`src/rtl/exec_unit_if.sv`:
```
// Issue/writeback bundle between decode, exec_unit and the 4x16 register file.
// The master side issues ops; the slave side (exec_unit) returns write requests.
interface exec_unit_if #(
  parameter int W  = 16,
  parameter int RA = 2
);
  logic          in_valid;
  logic          in_ready;
  logic [2:0]    op;
  logic [RA-1:0] dst;
  logic [W-1:0]  a;
  logic [W-1:0]  b;
  logic          wr_en;
  logic [RA-1:0] wr_addr;
  logic [W-1:0]  wr_data;
  logic          busy;
  logic          flag_z;
  logic          flag_c;

  modport master (
    output in_valid, op, dst, a, b,
    input  in_ready, wr_en, wr_addr, wr_data, busy, flag_z, flag_c
  );

  modport slave (
    input  in_valid, op, dst, a, b,
    output in_ready, wr_en, wr_addr, wr_data, busy, flag_z, flag_c
  );
endinterface

```
`src/rtl/exec_unit.sv`:
```
// Execute stage: single-cycle ALU plus multiply, one-cycle register-file write request.
// Define ITER_MUL_EN for the iterative W-cycle shift-add multiplier; otherwise MUL is combinational.
module exec_unit #(
  parameter int W  = 16,
  parameter int RA = 2
) (
  input  logic         clk,
  input  logic         reset,
  exec_unit_if.slave   bus
);
  localparam int SW = $clog2(W);
  localparam logic [W-1:0] SHIFT_LIM = W'(W);

  localparam logic [2:0] OP_ADD = 3'b000;
  localparam logic [2:0] OP_SUB = 3'b001;
  localparam logic [2:0] OP_AND = 3'b010;
  localparam logic [2:0] OP_OR  = 3'b011;
  localparam logic [2:0] OP_XOR = 3'b100;
  localparam logic [2:0] OP_SHL = 3'b101;
  localparam logic [2:0] OP_SHR = 3'b110;

  localparam logic [1:0] S_IDLE = 2'd0;
  localparam logic [1:0] S_WB   = 2'd2;
`ifdef ITER_MUL_EN
  localparam logic [2:0] OP_MUL = 3'b111;
  localparam logic [1:0] S_MUL  = 2'd1;
`endif

  logic [1:0]    state_q,   state_d;
  logic [W-1:0]  wr_data_q, wr_data_d;
  logic [RA-1:0] wr_addr_q, wr_addr_d;
  logic          flag_z_q,  flag_z_d;
  logic          flag_c_q,  flag_c_d;

  logic [W-1:0]  alu_res;
  logic          alu_c;
  logic [W:0]    alu_wide;

`ifdef ITER_MUL_EN
  logic [2*W-1:0] acc_q,    acc_d;
  logic [2*W-1:0] mcand_q,  mcand_d;
  logic [W-1:0]   mplier_q, mplier_d;
  logic [SW-1:0]  cnt_q,    cnt_d;
  logic [RA-1:0]  dst_q,    dst_d;
  logic [2*W-1:0] acc_nx;
`else
  logic [2*W-1:0] alu_prod;
`endif

  // NOTE: every output of a combinational block gets a default first, so no path infers a latch.
  always_comb begin
    alu_res  = '0;
    alu_c    = 1'b0;
    alu_wide = '0;
`ifndef ITER_MUL_EN
    alu_prod = '0;
`endif
    case (bus.op)
      OP_ADD: begin
        alu_wide = {1'b0, bus.a} + {1'b0, bus.b};
        alu_res  = alu_wide[W-1:0];
        alu_c    = alu_wide[W];
      end
      OP_SUB: begin
        alu_res = bus.a - bus.b;
        alu_c   = (bus.a < bus.b);
      end
      OP_AND: alu_res = bus.a & bus.b;
      OP_OR:  alu_res = bus.a | bus.b;
      OP_XOR: alu_res = bus.a ^ bus.b;
      // The extra bit beside the word catches the last bit shifted out; shift by 0 leaves it clear.
      OP_SHL: if (bus.b < SHIFT_LIM) begin
        alu_wide = {1'b0, bus.a} << bus.b[SW-1:0];
        alu_res  = alu_wide[W-1:0];
        alu_c    = alu_wide[W];
      end
      OP_SHR: if (bus.b < SHIFT_LIM) begin
        alu_wide = {bus.a, 1'b0} >> bus.b[SW-1:0];
        alu_res  = alu_wide[W:1];
        alu_c    = alu_wide[0];
      end
      default: begin
`ifndef ITER_MUL_EN
        alu_prod = {{W{1'b0}}, bus.a} * {{W{1'b0}}, bus.b};
        alu_res  = alu_prod[W-1:0];
        alu_c    = |alu_prod[2*W-1:W];
`endif
      end
    endcase
  end

  always_comb begin
    state_d   = state_q;
    wr_data_d = wr_data_q;
    wr_addr_d = wr_addr_q;
    flag_z_d  = flag_z_q;
    flag_c_d  = flag_c_q;
`ifdef ITER_MUL_EN
    acc_d    = acc_q;
    mcand_d  = mcand_q;
    mplier_d = mplier_q;
    cnt_d    = cnt_q;
    dst_d    = dst_q;
    acc_nx   = mplier_q[0] ? (acc_q + mcand_q) : acc_q;
`endif
    case (state_q)
      S_IDLE: if (bus.in_valid) begin
`ifdef ITER_MUL_EN
        if (bus.op == OP_MUL) begin
          state_d  = S_MUL;
          acc_d    = '0;
          mcand_d  = {{W{1'b0}}, bus.a};
          mplier_d = bus.b;
          cnt_d    = '0;
          dst_d    = bus.dst;
        end else
`endif
        begin
          state_d   = S_WB;
          wr_data_d = alu_res;
          wr_addr_d = bus.dst;
          flag_z_d  = (alu_res == '0);
          flag_c_d  = alu_c;
        end
      end
`ifdef ITER_MUL_EN
      S_MUL: begin
        acc_d    = acc_nx;
        mcand_d  = mcand_q << 1;
        mplier_d = mplier_q >> 1;
        cnt_d    = cnt_q + 1'b1;
        if (cnt_q == SW'(W - 1)) begin
          state_d   = S_WB;
          wr_data_d = acc_nx[W-1:0];
          wr_addr_d = dst_q;
          flag_z_d  = (acc_nx[W-1:0] == '0);
          flag_c_d  = |acc_nx[2*W-1:W];
        end
      end
`endif
      default: state_d = S_IDLE;
    endcase
  end

  // NOTE: sequential state uses non-blocking assignments so all registers update together at the edge.
  // NOTE: the multiply working registers are reset too, so an aborted op leaves nothing behind.
  always_ff @(posedge clk or negedge reset) begin
    if (!reset) begin
      state_q   <= S_IDLE;
      wr_data_q <= '0;
      wr_addr_q <= '0;
      flag_z_q  <= 1'b0;
      flag_c_q  <= 1'b0;
`ifdef ITER_MUL_EN
      acc_q    <= '0;
      mcand_q  <= '0;
      mplier_q <= '0;
      cnt_q    <= '0;
      dst_q    <= '0;
`endif
    end else begin
      state_q   <= state_d;
      wr_data_q <= wr_data_d;
      wr_addr_q <= wr_addr_d;
      flag_z_q  <= flag_z_d;
      flag_c_q  <= flag_c_d;
`ifdef ITER_MUL_EN
      acc_q    <= acc_d;
      mcand_q  <= mcand_d;
      mplier_q <= mplier_d;
      cnt_q    <= cnt_d;
      dst_q    <= dst_d;
`endif
    end
  end

  assign bus.in_ready = (state_q == S_IDLE);
  assign bus.busy     = (state_q != S_IDLE);
  assign bus.wr_en    = (state_q == S_WB);
  assign bus.wr_data  = wr_data_q;
  assign bus.wr_addr  = wr_addr_q;
  assign bus.flag_z   = flag_z_q;
  assign bus.flag_c   = flag_c_q;
endmodule
```
`src/flat_wrapper.sv`:
```
// flat-port wrapper written by rule: the top's interface ports become plain ports
module exec_unit_flat 
#(
  parameter int W  = 16,
  parameter int RA = 2
)
  (clk, reset, bus_in_valid, bus_op, bus_dst, bus_a, bus_b, bus_in_ready, bus_wr_en, bus_wr_addr, bus_wr_data, bus_busy, bus_flag_z, bus_flag_c);
  exec_unit_if #(.W(W), .RA(RA)) bus_i ();
  input  logic clk;
  input  logic reset;
  input wire logic [$bits(bus_i.in_valid)-1:0] bus_in_valid;
  input wire logic [$bits(bus_i.op)-1:0] bus_op;
  input wire logic [$bits(bus_i.dst)-1:0] bus_dst;
  input wire logic [$bits(bus_i.a)-1:0] bus_a;
  input wire logic [$bits(bus_i.b)-1:0] bus_b;
  output wire logic [$bits(bus_i.in_ready)-1:0] bus_in_ready;
  output wire logic [$bits(bus_i.wr_en)-1:0] bus_wr_en;
  output wire logic [$bits(bus_i.wr_addr)-1:0] bus_wr_addr;
  output wire logic [$bits(bus_i.wr_data)-1:0] bus_wr_data;
  output wire logic [$bits(bus_i.busy)-1:0] bus_busy;
  output wire logic [$bits(bus_i.flag_z)-1:0] bus_flag_z;
  output wire logic [$bits(bus_i.flag_c)-1:0] bus_flag_c;
  assign bus_i.in_valid = bus_in_valid;
  assign bus_i.op = bus_op;
  assign bus_i.dst = bus_dst;
  assign bus_i.a = bus_a;
  assign bus_i.b = bus_b;
  assign bus_in_ready = bus_i.in_ready;
  assign bus_wr_en = bus_i.wr_en;
  assign bus_wr_addr = bus_i.wr_addr;
  assign bus_wr_data = bus_i.wr_data;
  assign bus_busy = bus_i.busy;
  assign bus_flag_z = bus_i.flag_z;
  assign bus_flag_c = bus_i.flag_c;
  exec_unit #(.W(W), .RA(RA)) u_core (.clk(clk), .reset(reset), .bus(bus_i));
endmodule
```
`config.mk`:
```
export PLATFORM = sky130hd
export DESIGN_NAME = exec_unit_flat
export DESIGN_NICKNAME = d
export VERILOG_FILES = /design/src/rtl/exec_unit_if.sv /design/src/rtl/exec_unit.sv /design/src/flat_wrapper.sv
export SDC_FILE = /design/constraint.sdc
export NUM_CORES = 1
export LEC_CHECK = 0
export CORE_MARGIN = 2
export CORE_UTILIZATION = 49
export DETAILED_ROUTE_END_ITERATION = 8
export GPL_ROUTABILITY_DRIVEN = 0
export GPL_TIMING_DRIVEN = 0
export PLACE_DENSITY = 0.75
export SLEW_MARGIN = 20
export SYNTH_ARGS = -nofsm -noshare
export SYNTH_HDL_FRONTEND = slang
export SYNTH_SLANG_ARGS = --single-unit
```
`constraint.sdc`:
```
create_clock -name clk -period 5.35 [get_ports clk]
set_clock_uncertainty 0.05 [all_clocks]
set_input_delay 1.605 -clock clk [delete_from_list [all_inputs] [get_ports clk]]
set_output_delay 1.605 -clock clk [all_outputs]
set_load 0.02 [all_outputs]
```
==> results.yml, run 1 <==
route:
  wl_per_cell_um: 22.6
  vias: 13629
  dr.pass1.iters: 9
  drcViolationCount: 0
  drt_first_iter_violations: 1883
  via_per_inst: 6.42
  drt-total-wl_um: 48100
  ant_nets: 0
synth:
  syn_avg_cell_area_um2: 8.12
  netlist_top_cells_count: "inv_1, nand2_1, fa_1"
  synth_cell_types: 83
  ys_top_cells_by_area: "fa_1, ha_1, inv_1"
  synth_top_area_share_pct: 29.8
  yosysMostFrequentCell: "inv_1"
  synth-seq-cells: 21
  ys.warnings.count: 0
  synth_top_area_cell: "fa_1"
  syn_inst: 1622
  syn_nets: 2011
  synth-seq-area-share_pct: 3.99
  async_reset_ff_share_pct: 100
  synth-edff-count: 0
  synthFlopType: "dfrtp_1"
  synth.cell_area_mm2: 0.0132
timing:
  max_freq_ghz: 0.127
  tightest_slew_ns: 1.20
  whs_ns: 0.427
  fin_crit_ns: 7.89
  hold_violations: 0
  worst_slew_margin_rel_pct: 19.2
  maxSlewViolCount: 0
  setup_ws_ns: -2.54
  min_period_over_period_pct: 148
  setup_viol: 12
  rsz0062_at_grt: "true"
worst_setup_path:
  start_kind: "input port"
  cp_max_fo: 5
  cp.arrival_ns: 7.96
  rr_worst_depth: 9
  critical_path_required_ns: 5.42
  end_kind: "flip-flop"
  path_class: "in2reg"
outcome:
  failed_checks: "negative setup slack"
  run_status: "complete, but fails checks"
power_and_ir_drop:
  peakVddDrop_v: 0.00133
  p_int_w: 0.00586
  power_w: 0.0125
  leakage_nw: 7.59
  clkPwrFrac_pct: 1.3
  switching_share_pct: 53.2
  power_frac_seq_pct: 1.8
  pwr-share-comb_pct: 97.0
  switching_power_w: 0.00666
  power.density_mw_per_mm2: 756
cells_and_area:
  postLayoutCellArea_mm2: 0.0166
  nNetsFinal: 2172
  multi_input_area_mm2: 0.0121
  area_delta_synth_final_pct: 25.7
  final_util_pct: 62.1
  seq_area_um2: 526
  n_fill_cell: 2171
  antennaDiodeCount: 0
  layout.cells.non_filler: 2123
  drive_gt1_share_pct: 21.6
clock_tree:
  ctsHtreeMaxLevel: 1
  cts-root-buf: "clkbuf_16"
  cts_tree: "built"
  clock_sinks: 21
  clockBufferDepth: 2
  insertion_delay_ns: 0.25
  cts_made_buffers: 3
  path_clk_slew_ns: 0.06
floorplan:
  die_w_um: 168
  ioPinCount: 63
  die_h_um: 168
  start_util_pct: 49.4
  rows: 60
  core_area_mm2: 0.0267
  die-area_mm2: 0.0282
hold_path:
  hold_path_class: "reg2reg"
  hold_depth: 2
place:
  portBuffers: 61
  post_dp_cell_area_mm2: 0.0145
  dp.cells: 2024
  dp_hpwl_um: 35500
grt:
  overflow: 0
  track_usage_pct: 34.0
  grt_pass1_vias: 13998
  antenna_found_initial: 0
  grt_max_degree: 22
  grt_pass1_wl_um: 75600
job:
  cap_violations: 0
per-stage QoR:
stage,TNS (ns),worst slack [ns]
CTS,-17.18,-2.51
global placement,-35.38,-4.17
floorplan,-15.78,-2.41
finish,-18.19,-2.54
global route,-19.65,-2.69
detailed placement,-36.48,-4.31
cell families (layout without fill, tap and decap cells):
family,after synthesis,after routing,share of synthesized area (%)
simple gates,490,490,16.2
buf+inv,350,510,10.2
fa+ha+maj,349,349,44.3
compound gates,331,331,17.2
mux,52,52,6.14
xor+xnor,29,29,1.93
flops,21,21,3.99
sequential cells by signal (all words and copies together) (netlist names):
register and count:
u_core.bus.flag_z 1, u_core.state_q 1, u_core.bus.wr_addr 2, u_core.bus.wr_data 16
u_core.bus.flag_c 1
critical path, stage by stage:
cell and delay, ns:
dlygate4sd2_1 0.30, clkbuf_8 0.19, nand2_1 0.08, fa_1 0.53
fa_1 0.57, fa_1 0.48, fa_1 0.54, fa_1 0.52
fa_1 0.49, inv_1 0.04, ha_1 0.28, buf_6 0.09
nand2_1 0.06, o21a_2 0.25, o31a_1 0.34, or4_1 0.41
and4_1 0.20, or4_4 0.53, nor4_4 0.33, a21oi_2 0.12
power groups by stage:
stage	combinational, W	clock (W)	sequential, W
finish	0.0121	0.000158	0.000223
global route	0.0132	0.000170	0.000228
CTS	0.0113	0.000158	0.000223
detailed placement	0.00898	0	0.000224
global placement	0.00874	0	0.000222
floorplan	0.00653	0	0.000274
cell type report:
cell class / instances / area share, %
multi-input combinational: 1251 / 72.8
clock inverter: 1 / 0.0302
clock buffer: 3 / 0.453
sequential: 21 / 3.17
timing repair buffer: 169 / 8.84
tap: 341 / 2.58
buffer: 89 / 5.81
inverter: 248 / 6.27
routing by layer:
| layer | up-vias | track usage [%] | wire, um |
|---|---|---|---|
| met5 | - | 0 | 0 |
| met4 | 0 | 19.0 | 3570 |
| met3 | 295 | 9.69 | 6060 |
| met2 | 1050 | 52.9 | 21200 |
| met1 | 6513 | 42.6 | 17200 |
| li1 | 5771 | - | - |
repair_timing:
item / CTS / global route
hold buffers: 0 / 0
pin swaps: 52 / 40
setup buffers: 77 / 26
gates cloned: 4 / 1
resized for setup: 381 / 80
setup endpoints to repair: 14 / 14
layout by cell type (no fill, tap or decap), types with 11 or more instances in the layout:
cell | netlist | layout
mux4_2 | 22 | 22
xnor2_1 | 21 | 15
ha_1 | 153 | 132
fa_1 | 196 | 188
clkbuf_16 | 0 | 14
mux2i_1 | 20 | 20
clkinvlp_4 | 0 | 13
inv_1 | 235 | 204
a21oi_1 | 72 | 63
o21ai_0 | 47 | 40
nand2b_1 | 11 | 11
clkbuf_1 | 75 | 27
clkdlybuf4s50_1 | 0 | 30
o21ai_1 | 18 | 19
ha_4 | 0 | 16
nor3_1 | 23 | 20
buf_6 | 0 | 16
dfrtp_1 | 21 | 21
o22ai_1 | 18 | 17
nand3_1 | 17 | 16
a21o_1 | 20 | 20
a31oi_1 | 12 | 11
buf_4 | 2 | 100
buf_2 | 13 | 15
clkbuf_8 | 0 | 15
a22oi_1 | 13 | 12
nor2_1 | 159 | 149
nand2_1 | 213 | 201
a221o_1 | 11 | 11
inv_2 | 6 | 21
buf_8 | 0 | 16
final timing paths:
path / end / slack (ns) / start
setup / recovery: u_core.bus.flag_c / -2.54 / bus_b[13]
hold / removal: u_core.bus.wr_data[4] / 0.43 / u_core.bus.wr_data[4]
setup reg to reg: u_core.bus.flag_c / 2.57 / u_core.state_q[1]
hold reg to reg: u_core.bus.wr_data[4] / 0.43 / u_core.bus.wr_data[4]
max in group asynchronous: u_core.bus.wr_data[13] / 2.84 / reset
min in group asynchronous: u_core.bus.wr_data[11] / 1.83 / reset
Note: power is estimated with default switching activity, not from simulation.
==> inputs of run 2 (changes only) <==
--- a/config.mk
+++ b/config.mk
@@ -7,6 +7,7 @@
 export LEC_CHECK = 0
 export CORE_MARGIN = 2
 export CORE_UTILIZATION = 49
+export CTS_CLUSTER_SIZE = 25
 export DETAILED_ROUTE_END_ITERATION = 8
 export GPL_ROUTABILITY_DRIVEN = 0
 export GPL_TIMING_DRIVEN = 0
==> results of run 2 <==
The final DEF is identical to that of run 1; final timing and power are the same.
